File: src/rtl/pov_pkg.sv
// Shared definitions for the POV column scan sequencer: FSM states,
// display constants and a constant-evaluation log2 helper.
package pov_pkg;

  // Scan sequencer states
  typedef enum logic [1:0] {
    IDLE  = 2'd0,   // no index seen yet
    SYNC  = 2'd1,   // measuring the first full revolution
    SCAN  = 2'd2,   // stepping through columns
    BLANK = 2'd3    // all columns shown, waiting for the next index
  } pov_state_e;

  // Width of one LED column / one RAM byte
  localparam int LED_W = 8;

  // Default column address width
  localparam int ADDR_W_DEF = 8;

  // Ceiling log2, intended for elaboration-time constants only
  // (e.g. the shift that turns a period into a slot length).
  function automatic int pov_log2(input int value);
    int res;
    res = 0;
    for (int i = 0; i < 31; i++) begin
      if ((1 << i) < value) begin
        res = i + 1;
      end
    end
    return res;
  endfunction

endpackage

File: src/rtl/hall_sync.sv
// Two-flop synchroniser plus registered rising-edge detector for an
// asynchronous sensor input. rise_o is a single-cycle pulse that appears
// three clocks after the raw edge.
module hall_sync (
  input  logic clk,
  input  logic rst_n,
  input  logic sig_i,
  output logic rise_o
);

  logic meta_q;
  logic sync_q;
  logic prev_q;
  logic rise_q;

  // Synchroniser chain, delayed copy and edge pulse register
  always_ff @(posedge clk or negedge rst_n) begin
    if (!rst_n) begin
      meta_q <= 1'b0;
      sync_q <= 1'b0;
      prev_q <= 1'b0;
      rise_q <= 1'b0;
    end else begin
      meta_q <= sig_i;
      sync_q <= meta_q;
      prev_q <= sync_q;
      rise_q <= sync_q & ~prev_q;
    end
  end

  assign rise_o = rise_q;

endmodule

File: src/rtl/pov_col_scan.sv
// Column scan sequencer for the rotating POV display. Measures the
// rotation period between hall index pulses, divides a revolution into
// N_COLS equal slots, opens a two-cycle RAM read window at the start of
// every slot and shows the returned byte on the LED column. The RAM is
// handed to the ASCII writer whenever no read window is open.
// N_COLS must be a power of two no larger than 2**ADDR_W.
module pov_col_scan
  import pov_pkg::*;
#(
  parameter int N_COLS   = 128,
  parameter int ADDR_W   = ADDR_W_DEF,
  parameter int CNT_W    = 20,
  parameter int MIN_SLOT = 4
) (
  input  logic              clk,
  input  logic              rst_n,
  input  logic              hall_in,
  input  logic [LED_W-1:0]  ram_data,
  input  logic              wr_req,
  output logic [ADDR_W-1:0] dir,
  output logic              leer_ram,
  output logic              wr_gnt,
  output logic [LED_W-1:0]  leds,
  output logic              period_valid
);

  localparam int                COL_SHIFT  = pov_log2(N_COLS);
  localparam logic [CNT_W-1:0]  CNT_MAX    = '1;
  localparam logic [CNT_W-1:0]  CNT_ONE    = CNT_W'(1);
  localparam logic [CNT_W-1:0]  MIN_SLOT_C = CNT_W'(MIN_SLOT);
  localparam logic [ADDR_W-1:0] LAST_COL   = ADDR_W'(N_COLS - 1);
  localparam logic [ADDR_W-1:0] COL_ONE    = ADDR_W'(1);

  // ---------------------------------------------------------------
  // Index pulse
  // ---------------------------------------------------------------
  logic hall_edge;

  hall_sync u_hall_sync (
    .clk    (clk),
    .rst_n  (rst_n),
    .sig_i  (hall_in),
    .rise_o (hall_edge)
  );

  // ---------------------------------------------------------------
  // Period measurement
  // ---------------------------------------------------------------
  logic [CNT_W-1:0] cnt_q, cnt_d;
  logic [CNT_W-1:0] period_q, period_d;
  logic             cnt_sat;
  logic [CNT_W-1:0] meas_slot;   // slot length of the revolution just measured
  logic [CNT_W-1:0] run_slot;    // slot length of the revolution being shown
  logic             period_legal;

  assign cnt_sat      = (cnt_q == CNT_MAX);
  assign meas_slot    = cnt_q >> COL_SHIFT;
  assign run_slot     = period_q >> COL_SHIFT;
  // A saturated counter means the wheel is too slow to measure; a short
  // slot leaves no room for the read window.
  assign period_legal = !cnt_sat && (meas_slot >= MIN_SLOT_C);

  // Period counter: restart at 1 on the index, otherwise count and stick at max
  always_comb begin
    cnt_d    = cnt_q;
    period_d = period_q;
    if (hall_edge) begin
      period_d = cnt_q;
      cnt_d    = CNT_ONE;
    end else if (!cnt_sat) begin
      cnt_d = cnt_q + CNT_ONE;
    end
  end

  // Period counter and captured period registers
  always_ff @(posedge clk or negedge rst_n) begin
    if (!rst_n) begin
      cnt_q    <= '0;
      period_q <= '0;
    end else begin
      cnt_q    <= cnt_d;
      period_q <= period_d;
    end
  end

  // ---------------------------------------------------------------
  // Scan FSM, slot timer and read window
  // ---------------------------------------------------------------
  pov_state_e        state_q, state_d;
  logic [ADDR_W-1:0] col_q, col_d;
  logic [CNT_W-1:0]  timer_q, timer_d;
  logic              rd_first_q, rd_first_d;    // window cycle 0: address out
  logic              rd_second_q, rd_second_d;  // window cycle 1: data back
  logic [LED_W-1:0]  leds_q, leds_d;

  logic              start_col;
  logic [ADDR_W-1:0] start_idx;
  logic [CNT_W-1:0]  start_len;

  // Next-state logic: transitions, column stepping and LED latching
  always_comb begin
    state_d     = state_q;
    col_d       = col_q;
    timer_d     = timer_q;
    rd_first_d  = 1'b0;
    rd_second_d = rd_first_q;
    leds_d      = leds_q;
    start_col   = 1'b0;
    start_idx   = '0;
    start_len   = meas_slot;

    // Second window cycle: the RAM byte for this column is on ram_data
    if (rd_second_q) begin
      leds_d = ram_data;
    end

    unique case (state_q)
      IDLE: begin
        leds_d      = '0;
        rd_second_d = 1'b0;
        if (hall_edge) begin
          state_d = SYNC;
        end
      end

      SYNC: begin
        leds_d      = '0;
        rd_second_d = 1'b0;
        if (hall_edge) begin
          // An illegal first period just keeps measuring
          if (period_legal) begin
            start_col = 1'b1;
          end
        end else if (cnt_sat) begin
          state_d = IDLE;
        end
      end

      SCAN: begin
        if (hall_edge) begin
          // The index always re-anchors column 0, even mid-slot
          if (period_legal) begin
            start_col = 1'b1;
          end else begin
            state_d     = IDLE;
            leds_d      = '0;
            rd_second_d = 1'b0;
          end
        end else if (timer_q == '0) begin
          if (col_q == LAST_COL) begin
            // Wrap only through BLANK so column 0 stays tied to the index
            state_d     = BLANK;
            leds_d      = '0;
            rd_second_d = 1'b0;
          end else begin
            start_col = 1'b1;
            start_idx = col_q + COL_ONE;
            start_len = run_slot;
          end
        end else begin
          timer_d = timer_q - CNT_ONE;
        end
      end

      BLANK: begin
        leds_d      = '0;
        rd_second_d = 1'b0;
        if (hall_edge) begin
          if (period_legal) begin
            start_col = 1'b1;
          end else begin
            state_d = IDLE;
          end
        end else if (cnt_sat) begin
          state_d = IDLE;
        end
      end

      default: begin
        state_d     = IDLE;
        leds_d      = '0;
        rd_second_d = 1'b0;
      end
    endcase

    // Column start: present the address and open a fresh window. An
    // in-flight window is abandoned, so the LEDs keep their old pattern.
    if (start_col) begin
      state_d     = SCAN;
      col_d       = start_idx;
      timer_d     = start_len - CNT_ONE;
      rd_first_d  = 1'b1;
      rd_second_d = 1'b0;
      leds_d      = leds_q;
    end
  end

  // State, column, timer, window and LED registers
  always_ff @(posedge clk or negedge rst_n) begin
    if (!rst_n) begin
      state_q     <= IDLE;
      col_q       <= '0;
      timer_q     <= '0;
      rd_first_q  <= 1'b0;
      rd_second_q <= 1'b0;
      leds_q      <= '0;
    end else begin
      state_q     <= state_d;
      col_q       <= col_d;
      timer_q     <= timer_d;
      rd_first_q  <= rd_first_d;
      rd_second_q <= rd_second_d;
      leds_q      <= leds_d;
    end
  end

  // ---------------------------------------------------------------
  // Outputs
  // ---------------------------------------------------------------
  assign dir          = col_q;
  assign leer_ram     = rd_first_q | rd_second_q;
  // Reads always win; a denied writer retries on a later cycle
  assign wr_gnt       = wr_req & ~leer_ram;
  assign leds         = leds_q;
  assign period_valid = (state_q == SCAN) || (state_q == BLANK);

endmodule
File: config.mk
export PLATFORM = sky130hd
export DESIGN_NAME = pov_col_scan
export DESIGN_NICKNAME = d
export VERILOG_FILES = /design/src/rtl/pov_pkg.sv /design/src/rtl/hall_sync.sv /design/src/rtl/pov_col_scan.sv
export SDC_FILE = /design/constraint.sdc
export NUM_CORES = 1
export LEC_CHECK = 0
export ABC_CLOCK_PERIOD_IN_PS = 8500
export CORE_ASPECT_RATIO = 0.6
export CORE_MARGIN = 3
export CORE_UTILIZATION = 60
export DETAILED_ROUTE_END_ITERATION = 12
export PLACE_DENSITY_LB_ADDON = 0.3
export SYNTH_ARGS = -nofsm -noshare
export SYNTH_HDL_FRONTEND = slang
export SYNTH_SLANG_ARGS = --single-unit
export TNS_END_PERCENT = 20
File: constraint.sdc
create_clock -name clk -period 8.5 [get_ports clk]
set_input_delay 1.275 -clock clk [delete_from_list [all_inputs] [get_ports clk]]
set_output_delay 1.275 -clock clk [all_outputs]
set_load 0.01 [all_outputs]
== Word level (Yosys, flattened, before mapping) ==
Index checks and enable logic that the tools add are counted.
W data, S select, Z words.

* Flip-flop bits (word level): 84
* Latch bits: 0
* RAM bits: 0
* Bits in read-only memories: 0
* Bits of input ports: 12
* Output and inout bits: 19
* Word-level logic and storage cells: 87
* Memories: 0

* $add $sub $neg: 4
* Multiply operators: 0
* Div/mod/pow operators: 0
* $lt $le $gt $ge: 1
* Equality and inequality tests: 12
* Shift-type cells: 0
* Muxes and demuxes: 43
* Bitwise gates (word level): 5
* Reduce and logical (&&, ||, !) cells: 10

{| class="wikitable"
|+ Operators with widths
! cell !! number
|-
| $mux W20 || 6
|-
| $mux W8 || 9
|-
| $mux W13 || 4
|-
| $sub A20 B1 Y20 const B || 2
|-
| $add A20 B1 Y20 const B || 1
|-
| $eq A20 B20 Y1 const B || 1
|-
| $logic_not A20 Y1 || 1
|-
| $mux W2 || 9
|-
| $pmux W8 S2 || 1
|-
| $ge A13 B3 Y1 const B || 1
|-
| $mux W1 || 11
|-
| $add A8 B1 Y8 const B || 1
|-
| $eq A8 B7 Y1 const B || 1
|-
| $ne A4 B3 Y1 const B || 2
|-
| $pmux W2 S4 || 1
|-
| $eq A2 B2 Y1 const B || 2
|-
| $ne A2 B2 Y1 const B || 2
|-
| $pmux W1 S2 || 2
|-
| $reduce_and A4 Y1 || 1
|-
| $ne A3 B2 Y1 const B || 1
|-
| $ne A3 B3 Y1 const B || 1
|-
| $reduce_and A3 Y1 || 1
|-
| $reduce_or A3 Y1 || 1
|-
| $and A1 B1 Y1 || 2
|-
| other kinds (10) || 11
|}

== Depth between registers and ports, before layout ==
* Word-level depth: 8
* Depth in mapped cells: 16
* Gate-level depth less buffers: 12

== Hierarchy ==
Synthesis repeated with hierarchy kept, for this count alone.

* Cell total of the unflattened synthesis: 411
* Area, all modules: 4093.9 µm²

{| class="wikitable"
|+ By module, submodules not included
! module !! instances !! cells each !! area an instance (µm²) !! seq. area each (µm²)
|-
| pov_col_scan || 1 || 406 || 3980.1 || 1826.8
|-
| hall_sync || 1 || 5 || 113.9 || 100.1
|}

== Worst setup path after synthesis ==
Ideal clock, no wire load.

* Path type: register to register
* Start point: reg col_q[0] (netlist: dir[0])
* End point: reg timer_q[18]
* Setup time: 79 ps
* Arrival: 3283 ps
* Required time: 8421 ps
* Setup slack: 5137 ps
* Cell stages (with the launch flop): 16
* Buffers on the path: 4
* Period minus slack after synthesis: 3363 ps
* Cell sequence: dfrtp_1 > ha_1 > nand3_1 > o21a_1 > and3_1 > buf_4 > nor2_1 > inv_1 > buf_2 > buf_2 > o21ai_0 > ha_1 > clkbuf_1 > nand4_1 > nor4_1 > mux2i_1

* Longest elaborated chain between the ends: 7
* Elaborated cells between the ends (all ways): 15
* Those cells by class: add/sub (1); eq/ne (3); mux (9); reduce/logical (2)

{| class="wikitable"
|+ RTL lines
! item !! line !! RTL
|-
| from (decl) || pov_col_scan.sv:90 || <nowiki>logic [ADDR_W-1:0] col_q, col_d;</nowiki>
|-
| from (signal assigned) || pov_col_scan.sv:209 || <nowiki>col_q <= col_d;</nowiki>
|-
| $eq A8 B7 Y1 (*) || pov_col_scan.sv:150 || <nowiki>if (col_q == LAST_COL) begin</nowiki>
|-
| $mux W13 or $mux W1 (tied branches) || pov_col_scan.sv:150 ||
|-
| $mux W13 or $mux W1 (tied branches) || pov_col_scan.sv:149 || <nowiki>end else if (timer_q == '0) begin</nowiki>
|-
| $mux W13 or $mux W1 (tied branches) || pov_col_scan.sv:140 || <nowiki>if (hall_edge) begin</nowiki>
|-
| $mux W13 or $pmux W1 S2 (tied branches) || pov_col_scan.sv:117 || <nowiki>unique case (state_q)</nowiki>
|-
| $sub A20 B1 Y20 (tied with other cells) || pov_col_scan.sv:191 || <nowiki>timer_d = start_len - CNT_ONE;</nowiki>
|-
| $mux W20 or $reduce_and A3 Y1 (tied branches) || - ||
|-
| to (signal assigned) || pov_col_scan.sv:210 || <nowiki>timer_q <= timer_d;</nowiki>
|-
| to (decl) || pov_col_scan.sv:91 || <nowiki>logic [CNT_W-1:0] timer_q, timer_d;</nowiki>
|}

Every way passes the cells marked *; elsewhere a longest branch is shown, timed or not.
A chain may end at the register's enable or synchronous reset.

== Worst setup path in the final report ==
* Start point: reg timer_q[3]
* End point: reg timer_q[16]

* Longest elaborated chain between the ends: 6
* Elaborated cells between the ends (all ways): 17
* Those cells by class: add/sub (2); eq/ne (2); mux (10); reduce/logical (3)

{| class="wikitable"
|+ RTL lines
! item !! line
|-
| $logic_not A20 Y1 || pov_col_scan.sv:149
|-
| $mux W13 or $mux W1 (tied branches) || pov_col_scan.sv:149
|-
| $mux W13 or $mux W1 (tied branches) || pov_col_scan.sv:140
|-
| $mux W13 or $pmux W1 S2 (tied branches) || pov_col_scan.sv:117
|-
| $sub A20 B1 Y20 (tied with other cells) || pov_col_scan.sv:191
|-
| $mux W20 or $reduce_and A3 Y1 (tied branches) || -
|}

Several ways; a longest one is shown, not always the timed one. The select of a mux whose other input is x is not followed.

==> impl_metrics.tcl <==
set metrics [dict create \
    status "complete, no violations" \
    overflow 0 \
    cts_tree "yes" \
    muxShareOfSynthArea_pct 7.306 \
    crit_type "reg2reg" \
    first_pass_iters 5 \
    die_h_um 71.83 \
    worst_slew_pin_slew_ps 946.9 \
    postSynthCellCount 460 \
    drv_slew 0 \
    synth_top_family_by_area "simple AND/OR/NAND/NOR gates" \
    antenna_left 0 \
    numCtsBuffers 9 \
    power.total_mw 1.195 \
    clk_latency_ps 340 \
    synth_nets 475 \
    yosysSeqAreaShare_pct 44.47 \
    clkTransAtPathRegs_ps 60 \
    die_width_um 115.7 \
    drc 0 \
    critical_path_arrival_ps 4310 \
    grt_pass1_wl_um 17730 \
    synthAdderAreaFrac_pct 0.8663 \
    wirelength_um 10770 \
    synthesis.area_sq_um 4333 \
    antenna_found_initial 0 \
    synth_edf_count 0 \
    synth-simple-area-share_pct 22.67 \
    wl_per_cell_um 18.70 \
    async_flop_share_pct 100.0 \
    fp-row-count 23 \
    num_io_pins 31 \
    portBuffers 30 \
    cap_violations 0 \
    drive_gt1_share_pct 10.22 \
    hold_viol 0 \
    grt_start_max_net_pins 78 \
    synth_compound_area_share_pct 15.30 \
    hp-class "reg2reg" \
    rsz0062_at_grt "no" \
    synthXorXnorAreaFrac_pct 6.064 \
    synth-main-ff-cell "dfrtp_1" \
    grt_pass1_vias 3399 \
    die_area_sq_um 8311 \
    cts.sinks 77 \
    n_antenna_cell 0 \
    synth_top_area_share_pct 44.47 \
    period_share_pct 48.45 \
    num_vias 3714 \
    synthTopCellsByArea "dfrtp_1 (44%), nor2_1 (5.4%), mux2i_1 (3.9%)" \
    whs_ps 364.9 \
    synth.distinct_cells 61 \
    nFillCells 489 \
    path_max_fanout 31 \
    leakage_nw 2.089 \
    endpoint_kind "register" \
    fin_tns_setup_ps 0 \
    finClkSkew_ps 6.242 \
    setup_viol 0 \
    mostFrequentLayoutCells "dfrtp_1 (77), nor2_1 (61), nand2_1 (35)" \
    start_kind "register" \
    area_growth_pct 15.68 \
    dp_hpwl_um 7477 \
    powerDensity_nw_per_um2 238.4 \
    ys_warn_count 0 \
    fmax_mhz 242.8 \
    cts_buffer_depth 2 \
    ys_ff_latch 77 \
    root_buffer "clkbuf_16" \
    cts_hold_buffers 0 \
    cts.htree.levels 3 \
    first_iter_violations 320 \
    gp_congestion 0.9840 \
    syn_avg_cell_area_sq_um 9.419 \
    nets 499 \
    via_per_inst 6.448 \
    floorplan.initialDensity_pct 63.26 \
    post_cts_buffers 0 \
    fin_crit_ps 4119 \
    worstPathRequired_ps 8690 \
    synth_top_cell_by_area "dfrtp_1" \
    ctsResizeCount 0 \
    layout.cells.most_common "dfrtp_1" \
    track_usage_pct 27.62 \
    slew_headroom_pct 36.87 \
    coreArea_sq_um 6849 \
    ir_worst_vdd_mv 0.1895 \
]
[synthesized netlist by cell type (all sizes together) (12+ instances only)]
library cell  instances
dfrtp                77
nor2                 62
nand2                35
o21ai                29
a21oi                20
nand3                20
xnor2                19
mux2i                17
nand4                14
mux2                 13
clkbuf               12
nor3                 12
[flip-flops by register name, summed over array words and instances, names as in the netlist]
name,flops
u_hall_sync.sync_q,1
cnt_q,20
dir,8
u_hall_sync.meta_q,1
state_q,2
timer_q,20
rd_first_q,1
rd_second_q,1
period_q,13
u_hall_sync.rise_o,1
u_hall_sync.prev_q,1
leds,8
[path summary, 6_finish.rpt]
path / start / endpoint / slack [ps] / cells past startpoint
worst max register to register: timer_q[3] / timer_q[16] / 4380 / 13
worst min register to register: u_hall_sync.meta_q / u_hall_sync.sync_q / 360 / 0
worst min-delay path: u_hall_sync.meta_q / u_hall_sync.sync_q / 360 / 0
max in group asynchronous: rst_n / cnt_q[14] / 6800 / 1
worst max-delay path: timer_q[3] / timer_q[16] / 4380 / 13
min in group asynchronous: rst_n / cnt_q[2] / 1050 / 1
[layout make-up]
class | instances | area, sq um | share of cell area [%]
sequential | 77 | 1927 | 38.44
timing repair buffer | 36 | 342.8 | 6.840
tap | 87 | 108.9 | 2.172
multi-input combinational | 349 | 2265 | 45.18
clock buffer | 13 | 260.3 | 5.192
inverter | 11 | 41.29 | 0.8238
clock inverter | 3 | 67.56 | 1.348
[critical path, cell delays in order (launching register included)]
cell and delay [ps]:
dfrtp_1 410, or3_4 430, nor4b_4 450, and3_1 240, buf_4 350, nor2_2 90, buf_4 260, a211o_1 300
o21ai_0 70, ha_1 420, nand3_1 260, nor3_1 390, and3_1 210, o32ai_1 70
[power by group]
group | internal (mW) | switching [mW]
clock | 0.273 | 0.144
sequential | 0.418 | 0.0711
combinational | 0.128 | 0.160
[per-layer routing]
metal / vias up / global-route usage (%) / wire (um)
li1: 1713 / - / -
met1: 1803 / 41.48 / 5044
met4: 0 / 7.851 / 136
met3: 18 / 10.46 / 1079
met2: 180 / 37.24 / 4512
met5: - / 0 / 0
[cell families (layout without fill, tap and decap cells)]
| group | count (synthesis) | count (layout) |
|---|---|---|
| adder cells (fa/ha/maj) | 3 | 3 |
| buffers and inverters | 34 | 63 |
| multiplexers | 30 | 30 |
| XOR/XNOR | 30 | 30 |
| flip-flops | 77 | 77 |
| AO/OA/AOI/OAI | 97 | 97 |
| AND/OR/NAND/NOR | 189 | 189 |
[per-stage QoR]
step                      utilization [%]  setup WS (ps)  cell area (sq um)  std cells
final                               73.18           4381               5012        576
after detailed placement            68.40           4467               4684        560
after floorplan                         -           5137               4333        460
after global routing                73.18           4071               5012        576
after CTS                           73.18           4444               5012        576
after global placement              68.40           4663               4684        560
(Power assumes the default switching activity.)
